==> src/rtl/mmio_pkg.sv <==
`default_nettype none
// ============================================================================
//  Module      : mmio_pkg
//  Description : Shared address map, register field positions and region
//                decode for the data-side bus block.
//  Revision    : 1.0 - initial release
// ============================================================================
package mmio_pkg;

    localparam logic [31:0] CAM_STATUS_ADDR = 32'h8000_0000;
    localparam logic [31:0] CAM_DATA_ADDR   = 32'h8000_0004;
    localparam logic [31:0] CAM_CTRL_ADDR   = 32'h8000_0008;

    localparam int CTRL_ENABLE_BIT  = 0;
    localparam int CTRL_FLUSH_BIT   = 1;
    localparam int CTRL_CLR_OVF_BIT = 2;

    localparam int STAT_EMPTY_BIT = 0;
    localparam int STAT_FULL_BIT  = 1;
    localparam int STAT_OVF_BIT   = 2;
    localparam int STAT_LEVEL_LSB = 8;
    localparam int STAT_FRAME_LSB = 16;

    typedef enum logic [2:0] {
        REG_RAM,
        REG_CAM_STATUS,
        REG_CAM_DATA,
        REG_CAM_CTRL,
        REG_NONE
    } region_e;

    function automatic region_e decode_region(input logic [31:0] addr);
        region_e r;
        if (!addr[31]) begin
            r = REG_RAM;
        end else begin
            case (addr)
                CAM_STATUS_ADDR: r = REG_CAM_STATUS;
                CAM_DATA_ADDR:   r = REG_CAM_DATA;
                CAM_CTRL_ADDR:   r = REG_CAM_CTRL;
                default:         r = REG_NONE;
            endcase
        end
        return r;
    endfunction

endpackage
`default_nettype wire

==> src/rtl/sync_fifo.sv <==
`default_nettype none
// ============================================================================
//  Module      : sync_fifo
//  Description : Single-clock FIFO with level count and flush; DEPTH must be
//                a power of two (>= 2) so the pointers wrap naturally.
//  Revision    : 1.0 - initial release
// ============================================================================
module sync_fifo #(
    parameter int WIDTH = 16,
    parameter int DEPTH = 16
) (
    input  logic                     clk,
    input  logic                     reset,
    input  logic                     push,
    input  logic                     pop,
    input  logic                     flush,
    input  logic [WIDTH-1:0]         wr_data,
    output logic [WIDTH-1:0]         head,
    output logic [$clog2(DEPTH):0]   level,
    output logic                     full,
    output logic                     empty
);

    localparam int c_ptr_w = $clog2(DEPTH);
    localparam logic [c_ptr_w:0] c_full_level = (c_ptr_w + 1)'(DEPTH);

    logic [WIDTH-1:0]   r_mem_q [DEPTH];
    logic [c_ptr_w-1:0] r_wr_ptr_q, w_wr_ptr_d;
    logic [c_ptr_w-1:0] r_rd_ptr_q, w_rd_ptr_d;
    logic [c_ptr_w:0]   r_level_q,  w_level_d;
    logic               w_do_push, w_do_pop;

    assign full  = (r_level_q == c_full_level);
    assign empty = (r_level_q == '0);
    assign level = r_level_q;
    assign head  = r_mem_q[r_rd_ptr_q];

    // Flush overrides any push/pop arriving in the same cycle.
    always_comb begin
        w_do_push  = push && !full  && !flush;
        w_do_pop   = pop  && !empty && !flush;
        w_wr_ptr_d = r_wr_ptr_q;
        w_rd_ptr_d = r_rd_ptr_q;
        w_level_d  = r_level_q;
        if (flush) begin
            w_wr_ptr_d = '0;
            w_rd_ptr_d = '0;
            w_level_d  = '0;
        end else begin
            if (w_do_push) w_wr_ptr_d = r_wr_ptr_q + c_ptr_w'(1);
            if (w_do_pop)  w_rd_ptr_d = r_rd_ptr_q + c_ptr_w'(1);
            case ({w_do_push, w_do_pop})
                2'b10:   w_level_d = r_level_q + (c_ptr_w + 1)'(1);
                2'b01:   w_level_d = r_level_q - (c_ptr_w + 1)'(1);
                default: w_level_d = r_level_q;
            endcase
        end
    end

    always_ff @(posedge clk) begin
        if (reset) begin
            r_wr_ptr_q <= '0;
            r_rd_ptr_q <= '0;
            r_level_q  <= '0;
        end else begin
            r_wr_ptr_q <= w_wr_ptr_d;
            r_rd_ptr_q <= w_rd_ptr_d;
            r_level_q  <= w_level_d;
        end
    end

    always_ff @(posedge clk) begin
        if (w_do_push) r_mem_q[r_wr_ptr_q] <= wr_data;
    end

endmodule
`default_nettype wire

==> src/rtl/data_bus_mmio.sv <==
`default_nettype none
// ============================================================================
//  Module      : data_bus_mmio
//  Description : Data-side bus: word RAM plus memory-mapped camera pixel FIFO
//                with status, data and control registers.
//  Revision    : 1.0 - initial release
// ============================================================================
module data_bus_mmio
    import mmio_pkg::*;
#(
    parameter int RAM_WORDS  = 64,
    parameter int FIFO_DEPTH = 16,
    parameter int PIXEL_W    = 16
) (
    input  logic               clk,
    input  logic               reset,
    input  logic               write_enable,
    input  logic               read_enable,
    input  logic [31:0]        WriteAddress,
    input  logic [31:0]        WriteData,
    output logic [31:0]        ReadData,
    input  logic               cam_valid,
    input  logic [PIXEL_W-1:0] cam_pixel,
    input  logic               cam_frame_start,
    output logic               cam_ready
);

    localparam int c_ram_aw = $clog2(RAM_WORDS);
    localparam int c_lvl_w  = $clog2(FIFO_DEPTH) + 1;

    region_e             w_region;
    logic [c_ram_aw-1:0] w_ram_idx;
    logic [31:0]         r_ram_q [RAM_WORDS];

    logic        r_enable_q,      w_enable_d;
    logic        r_overflow_q,    w_overflow_d;
    logic [15:0] r_frame_count_q, w_frame_count_d;

    logic w_ram_we, w_ctrl_we, w_flush, w_clr_ovf;
    logic w_push, w_pop, w_ovf_set;

    logic [PIXEL_W-1:0] w_head;
    logic [c_lvl_w-1:0] w_level;
    logic               w_full, w_empty;
    logic [31:0]        w_status, w_pixel_word;

    assign w_region  = decode_region(WriteAddress);
    assign w_ram_idx = WriteAddress[c_ram_aw+1:2];

    always_comb begin
        w_ram_we        = write_enable && (w_region == REG_RAM);
        w_ctrl_we       = write_enable && (w_region == REG_CAM_CTRL);
        w_flush         = w_ctrl_we && WriteData[CTRL_FLUSH_BIT];
        w_clr_ovf       = w_ctrl_we && WriteData[CTRL_CLR_OVF_BIT];
        cam_ready       = r_enable_q && !w_full;
        w_push          = r_enable_q && cam_valid && cam_ready;
        w_ovf_set       = r_enable_q && cam_valid && w_full;
        w_pop           = read_enable && (w_region == REG_CAM_DATA) && !w_empty;

        w_enable_d      = w_ctrl_we ? WriteData[CTRL_ENABLE_BIT] : r_enable_q;
        // A drop in the same cycle as a clear must leave the flag set.
        w_overflow_d    = w_ovf_set ? 1'b1 : (w_clr_ovf ? 1'b0 : r_overflow_q);
        w_frame_count_d = (cam_frame_start && r_enable_q) ? r_frame_count_q + 16'd1
                                                          : r_frame_count_q;
    end

    always_ff @(posedge clk) begin
        if (reset) begin
            r_enable_q      <= 1'b0;
            r_overflow_q    <= 1'b0;
            r_frame_count_q <= 16'd0;
        end else begin
            r_enable_q      <= w_enable_d;
            r_overflow_q    <= w_overflow_d;
            r_frame_count_q <= w_frame_count_d;
        end
    end

    always_ff @(posedge clk) begin
        if (w_ram_we) r_ram_q[w_ram_idx] <= WriteData;
    end

    sync_fifo #(
        .WIDTH (PIXEL_W),
        .DEPTH (FIFO_DEPTH)
    ) u_pixel_fifo (
        .clk     (clk),
        .reset   (reset),
        .push    (w_push),
        .pop     (w_pop),
        .flush   (w_flush),
        .wr_data (cam_pixel),
        .head    (w_head),
        .level   (w_level),
        .full    (w_full),
        .empty   (w_empty)
    );

    always_comb begin
        w_status                                = '0;
        w_status[STAT_FRAME_LSB +: 16]          = r_frame_count_q;
        w_status[STAT_LEVEL_LSB +: c_lvl_w]     = w_level;
        w_status[STAT_OVF_BIT]                  = r_overflow_q;
        w_status[STAT_FULL_BIT]                 = w_full;
        w_status[STAT_EMPTY_BIT]                = w_empty;

        w_pixel_word = '0;
        if (!w_empty) w_pixel_word[PIXEL_W-1:0] = w_head;

        case (w_region)
            REG_RAM:        ReadData = r_ram_q[w_ram_idx];
            REG_CAM_STATUS: ReadData = w_status;
            REG_CAM_DATA:   ReadData = w_pixel_word;
            REG_CAM_CTRL:   ReadData = {31'd0, r_enable_q};
            default:        ReadData = 32'd0;
        endcase
    end

endmodule
`default_nettype wire

==> config.mk <==
export PLATFORM = sky130hd
export DESIGN_NAME = data_bus_mmio
export DESIGN_NICKNAME = d
export VERILOG_FILES = /design/src/rtl/mmio_pkg.sv /design/src/rtl/sync_fifo.sv /design/src/rtl/data_bus_mmio.sv
export SDC_FILE = /design/constraint.sdc
export NUM_CORES = 2
export LEC_CHECK = 0
export ABC_AREA = 1
export BUFFER_PORTS_ARGS = -buffer_cell sky130_fd_sc_hd__buf_2
export CORE_ASPECT_RATIO = 1.25
export CORE_MARGIN = 3
export CORE_UTILIZATION = 53
export DETAILED_ROUTE_END_ITERATION = 6
export PLACE_DENSITY = 0.78
export SLEW_MARGIN = 25
export SYNTH_ARGS = -nofsm -noshare
export SYNTH_HDL_FRONTEND = slang
export SYNTH_SLANG_ARGS = --single-unit
==> constraint.sdc <==
create_clock -name clk -period 4.3 [get_ports clk]
set_input_delay 0.645 -clock clk [delete_from_list [all_inputs] [get_ports clk]]
set_output_delay 0.645 -clock clk [all_outputs]
set_load 0.01 [all_outputs]
Yosys cells after proc, flatten, opt, wreduce, memory -nomap -nowiden:

Memory sizes are Yosys's and may differ from the RTL's. A register that Yosys moved wholly into a read port is not among the register bits.
Index checks and enable logic that the tools add are counted.
W data, S select, Z words.

* add/subtract/negate cells: 5
* $mul: 0
* divide/modulo/power cells: 0
* order comparisons: 0
* eq/ne operators: 9
* shifts and indexed selects: 0
* multiplexer cells: 13
* bitwise operators: 0
* reduce and logical (&&, ||, !) cells: 23

Operators with widths (count)
* $pmux W32 S4: 1
* $eq A32 B32 Y1 const B: 3
* $add A16 B1 Y16 const B: 1
* $mux W16: 1
* $logic_and A1 B1 Y1: 15
* $pmux W5 S2: 1
* $pmux W3 S3: 1
* $add A4 B1 Y4 const B: 2
* $mux W4: 2
* $eq A3 B2 Y1 const B: 2
* $mux W1: 6
* $add A5 B1 Y5 const B: 1
* $eq A5 B5 Y1 const B: 1
* $logic_not A5 Y1: 1
* $sub A5 B1 Y5 const B: 1
* $reduce_bool A2 Y1: 2
* $eq A3 B1 Y1 const B: 1
* $logic_not A1 Y1: 3
* $logic_not A3 Y1: 1
* $mux W3: 1
* $eq A2 B1 Y1 const B: 1
* $eq A2 B2 Y1 const B: 1
* $reduce_or A2 Y1: 1

* register bits: 31
* bits in latches: 0
* memory bits (writable): 2304
* memory bits (read-only): 0
* bits of input ports: 86
* memories: 2

Memories
* r_ram_q: words 64, bits a word 32, rd ports 1, clocked after Yosys merged registers in 0, wr ports 1, RTL line data_bus_mmio.sv:33 `logic [31:0] r_ram_q [RAM_WORDS];`
* u_pixel_fifo.r_mem_q: words 16, bits a word 16, rd ports 1, clocked after Yosys merged registers in 1, wr ports 1, RTL line sync_fifo.sv:27 `logic [WIDTH-1:0] r_mem_q [DEPTH];`

Depth between registers and ports, before layout:

* word-level depth: 10
* mapped depth: 20

By module:

A second synthesis with hierarchy kept.

* cells, all modules: 7778
* area, all modules: 94804.7 µm²

Modules (own cells, without submodules)
* data_bus_mmio: times used 1, cells an instance 6966, area an instance 83652.7 µm², seq. area each 61859.3 µm²
* sync_fifo: times used 1, cells an instance 812, area an instance 11151.9 µm², seq. area each 8027.7 µm²

Least setup slack after synthesis:

OpenSTA, ideal clock, no wires.

* path type: in2reg
* start: input port WriteAddress[2]
* end: memory r_ram_q[13][0], enable pin
* library setup time: 421 ps
* arrival time: 3021 ps
* setup slack: 857 ps
* stages: 7
* buffers on the path: 3
* cells stage by stage: buf_4 inv_4 nor2_2 buf_2 buf_2 nand3_1 nor2_1

* longest elaborated chain between the ends: 7
* elaborated cells on any way between the ends: 9

Ends and longest elaborated chain
* start, declared: RTL line data_bus_mmio.sv:19 `input logic [31:0] WriteAddress,`
* $eq A32 B32 Y1: RTL line mmio_pkg.sv:37 `case (addr)`
* $pmux W3 S3: RTL line mmio_pkg.sv:37
* $mux W3: RTL line mmio_pkg.sv:34 `if (!addr[31]) begin`
* $logic_not A3 Y1: RTL line data_bus_mmio.sv:51 `w_ram_we = write_enable && (w_region == REG_RAM);`
* $logic_and A1 B1 Y1: RTL line data_bus_mmio.sv:51
* $mux W1: RTL line data_bus_mmio.sv:80 `if (w_ram_we) r_ram_q[w_ram_idx] <= WriteData;`
* $mux W1 (not written as such): RTL line data_bus_mmio.sv:80
* end, declared: RTL line data_bus_mmio.sv:33

Parallel ways exist; a longest one is shown, timed or not.

Worst setup path in the final report:

* start: input port WriteAddress[3]
* end: output port ReadData[11]

* longest elaborated chain between the ends: 5
* elaborated cells on any way between the ends: 11

Ends and longest elaborated chain
* $eq A32 B32 Y1: RTL line mmio_pkg.sv:37
* $pmux W3 S3: RTL line mmio_pkg.sv:37
* $mux W3: RTL line mmio_pkg.sv:34
* $eq A3 B2 Y1, or another cell as far along: RTL line data_bus_mmio.sv:110 `case (w_region)`
* $pmux W32 S4 (*): RTL line data_bus_mmio.sv:110
* end, declared: RTL line data_bus_mmio.sv:21 `output logic [31:0] ReadData,`

Every way passes the cells marked *; elsewhere a longest branch is shown, timed or not.

==> reports/qor.txt <==
Outcome -> completed
Synthesized area -> 94100 sq um
Clk sinks -> 2339
Routed wire length -> 274000 microns
Die area -> 183000 sq um
Die X -> 383 microns
DR DRC count -> 0
Non-Filler Instances -> 10800
Worst hold path type -> input pin to register
IO Port Bufs -> 118
CTS Buf Count -> 208
Leakage power -> 38.4 nW
Final Max Tran Viols -> 0
R2r startpoint -> u_pixel_fifo.level[1]
Clk_lat worst skew -> 870 ps
Crit-path max FO -> 29
Synth Area in Simple Gates -> 0.192
Clk Tree Root Cell -> clkbuf_16
Worst rel slew slack -> 0.282
Crit end category -> output port
Nets@finish -> 8390
Sequential element share of the synthesized area -> 0.742
Global-route usage over all layers -> 0.295
Clock share of power -> 0.396
Vias in the first global route -> 62900
Post-synthesis cell type count -> 45
Synthesis-stage register bit count -> 2339
I/O Pins -> 119
First-pass GRT wire length -> 399000 microns
Req. time, crit path -> 3650 ps
Synth Area in XOR/XNOR -> 0.00112
HP Start -> cam_pixel[12]
Worst Max-Slew Pin Slew -> 1080 ps
Peak VDD IR -> 0.405 mV
Antenna violations before repair -> 20
DRT antenna net count -> 0
Unrepaired setup endpoints after global routing -> false
DR iter-0 viols -> 9647
Skew final -> 40.0 ps
GRT overflow -> 0
Via/cell ratio -> 6.02
Synth Area in Compound Gates -> 0.0286
Area grow syn2layout -> 12.5%
Placed wire-length estimate -> 157000 microns
Worst setup SP type -> input pin
Largest family of logic cells by synthesized area -> simple AND/OR/NAND/NOR gates
Setup TNS -> 0 ps
Final setup violating endpoints -> 0
Switch share -> 0.226
Maxcap violations -> 0
Starting density of the core -> 0.535
WP data arrival -> 3530 ps
Cells after Synth -> 8108
Layout cells sized above 1 -> 0.0912
Avg Synthesized Cell Area -> 11.6 sq um
Initial DRT Pass Iterations -> 7
Mux cell area share after synthesis -> 0
Worst-path clk slew -> 60 ps
Bufs on Longest Clock Path -> 3
CP Class -> input pin to output port
Synth warnings -> 0
Power per cell area -> 435 nW/um^2
Post-CTS setup buffers -> 0
Critical Path Start -> WriteAddress[3]
Largest net degree at the start of global routing -> 138
Part of the power in registers -> 0.546
Count of final hold-check violations -> 0
Layout filler cell count -> 13000
Gate power share -> 0.058
Most frequent cells in the layout -> edfxtp_1 (2304), nor2_1 (1772), nand2_1 (1764), nand3_1 (810), inv_1 (364)
Most common cell after layout, fill and taps aside -> edfxtp_1
Cell count after placement -> 10400
Gp weighted congestion -> 0.941
Vias -> 65200
Fin crit share -> 0.971
Die height -> 477 microns
Synth Area in Adders -> 0.00133
TritonCTS clock tree -> built
Drt wl/cell -> 25.4 microns
Fmax -> 240 MHz
# rows -> 172
Switching Power -> 10.4 mW
Core Region -> 176000 sq um
H-Tree Depth -> 4
Post-synth net total -> 8204
Min cycle time layout -> 4170 ps
Internal power -> 35.6 mW
==> cells in the mapped netlist (all sizes together) <==
master / number / area [sq um]
edfxtp: 2304 / 69200
nor2: 1844 / 6940
nand2: 1770 / 6650
nand3: 811 / 4060
inv: 368 / 1380
buf: 288 / 1420
o21ai: 288 / 1440
clkbuf: 127 / 477
o22ai: 82 / 513
a21oi: 43 / 215
nand4: 39 / 244
o211ai: 39 / 293
dfxtp: 35 / 701
ha: 10 / 125
xor2: 9 / 78.8
nor3: 8 / 67.6
o21bai: 8 / 60.1
a21boi: 7 / 52.6
o221ai: 7 / 61.3
or2: 4 / 25.0
nor3b: 3 / 22.5
xnor2: 3 / 26.3
a211oi: 2 / 15.0
nor4: 2 / 27.5
o21a: 2 / 15.0
a21o: 1 / 7.51
a22oi: 1 / 7.51
a31oi: 1 / 6.26
and2: 1 / 6.26
clkinv: 1 / 3.75
==> logic make-up (layout without fill, tap and decap cells) <==
family	after synthesis	after routing
and+or+nand+nor	4482	4482
DFF	2339	2339
buffers and inverters	784	1139
AOI/OAI and AO/OA	481	481
xor gates and xnor gates	12	12
adders and majority gates	10	10
other	0	12
==> metrics by stage <==
step | hold slack [ps] | utilization | setup WS [ps] | total power, mW | cell area (sq um)
2_1_floorplan | 450 | - | 857 | 26.9 | 94100
3_5_place_dp | 484 | 0.564 | 180 | 28.2 | 99200
4_1_cts | 75.7 | 0.601 | 9.12 | 46.0 | 106000
5_1_grt | 128 | 0.601 | 66.9 | 47.1 | 106000
3_3_place_gp | 467 | 0.563 | 228 | 28.1 | 99200
6_report | 139 | 0.601 | 126 | 46.0 | 106000
==> final cells by class <==
type,instances,area (sq um),share of cell area
well taps,2349,2940,0.0278
inverters,369,1410,0.0133
multi-input cells,4985,21500,0.203
clock buffers,249,5420,0.0512
repair buffers,391,3430,0.0324
diodes,12,30.0,0.000284
flip-flops and latches,2339,69900,0.660
clock inverters,130,1200,0.0113
==> path summary, 6_finish.rpt <==
check | endpoint | slack, ps | cells past startpoint
min | u_pixel_fifo.r_mem_q[8][12] | 140 | 1
max reg2reg | u_pixel_fifo.level[4] | 1420 | 18
max | ReadData[11] | 130 | 14
min reg2reg | u_pixel_fifo.r_wr_ptr_q[3] | 500 | 2
==> worst max-delay path, cell delays in order <==
cell,delay [ps]
buf_8,300
inv_4,110
nand2_4,300
buf_12,280
buf_4,290
nor2_1,60
nor2_1,100
nand3_1,80
nand3_1,130
nand2_1,140
nand2_1,120
nand2_1,110
o21ai_1,560
buf_2,250
==> power by group through the flow <==
| stage | Sequential [mW] | Combinational [mW] | Clock, mW |
|---|---|---|---|
| after detailed placement | 25.6 | 2.57 | 0 |
| after global routing | 25.1 | 2.82 | 19.2 |
| after CTS | 25.1 | 2.60 | 18.3 |
| final | 25.1 | 2.68 | 18.2 |
| after floorplan | 25.6 | 1.24 | 0 |
| after global placement | 25.6 | 2.51 | 0 |
==> metal layers <==
layer  routed length (microns)  track usage  vias up
met2                    125000        0.454     5117
met3                     39000       0.0815     1007
li1                          -            -    28100
met1                     92800        0.375    31000
met4                     18000        0.179        6
met5                        41            0        -
==> state kept, by name, indices dropped and copies added (netlist names), named ones only <==
name and cells:
u_pixel_fifo.level 5, r_frame_count_q 16, u_pixel_fifo.r_mem_q 256, r_ram_q 2048, r_overflow_q 1, u_pixel_fifo.r_rd_ptr_q 4, u_pixel_fifo.r_wr_ptr_q 4, r_enable_q 1
==> timing repair <==
action	4_1_cts	5_1_grt
endpoints found under the setup margin	0	3
resized for setup	0	4
hold buffers	0	0
No activity file was read; power rests on OpenSTA's default activity.
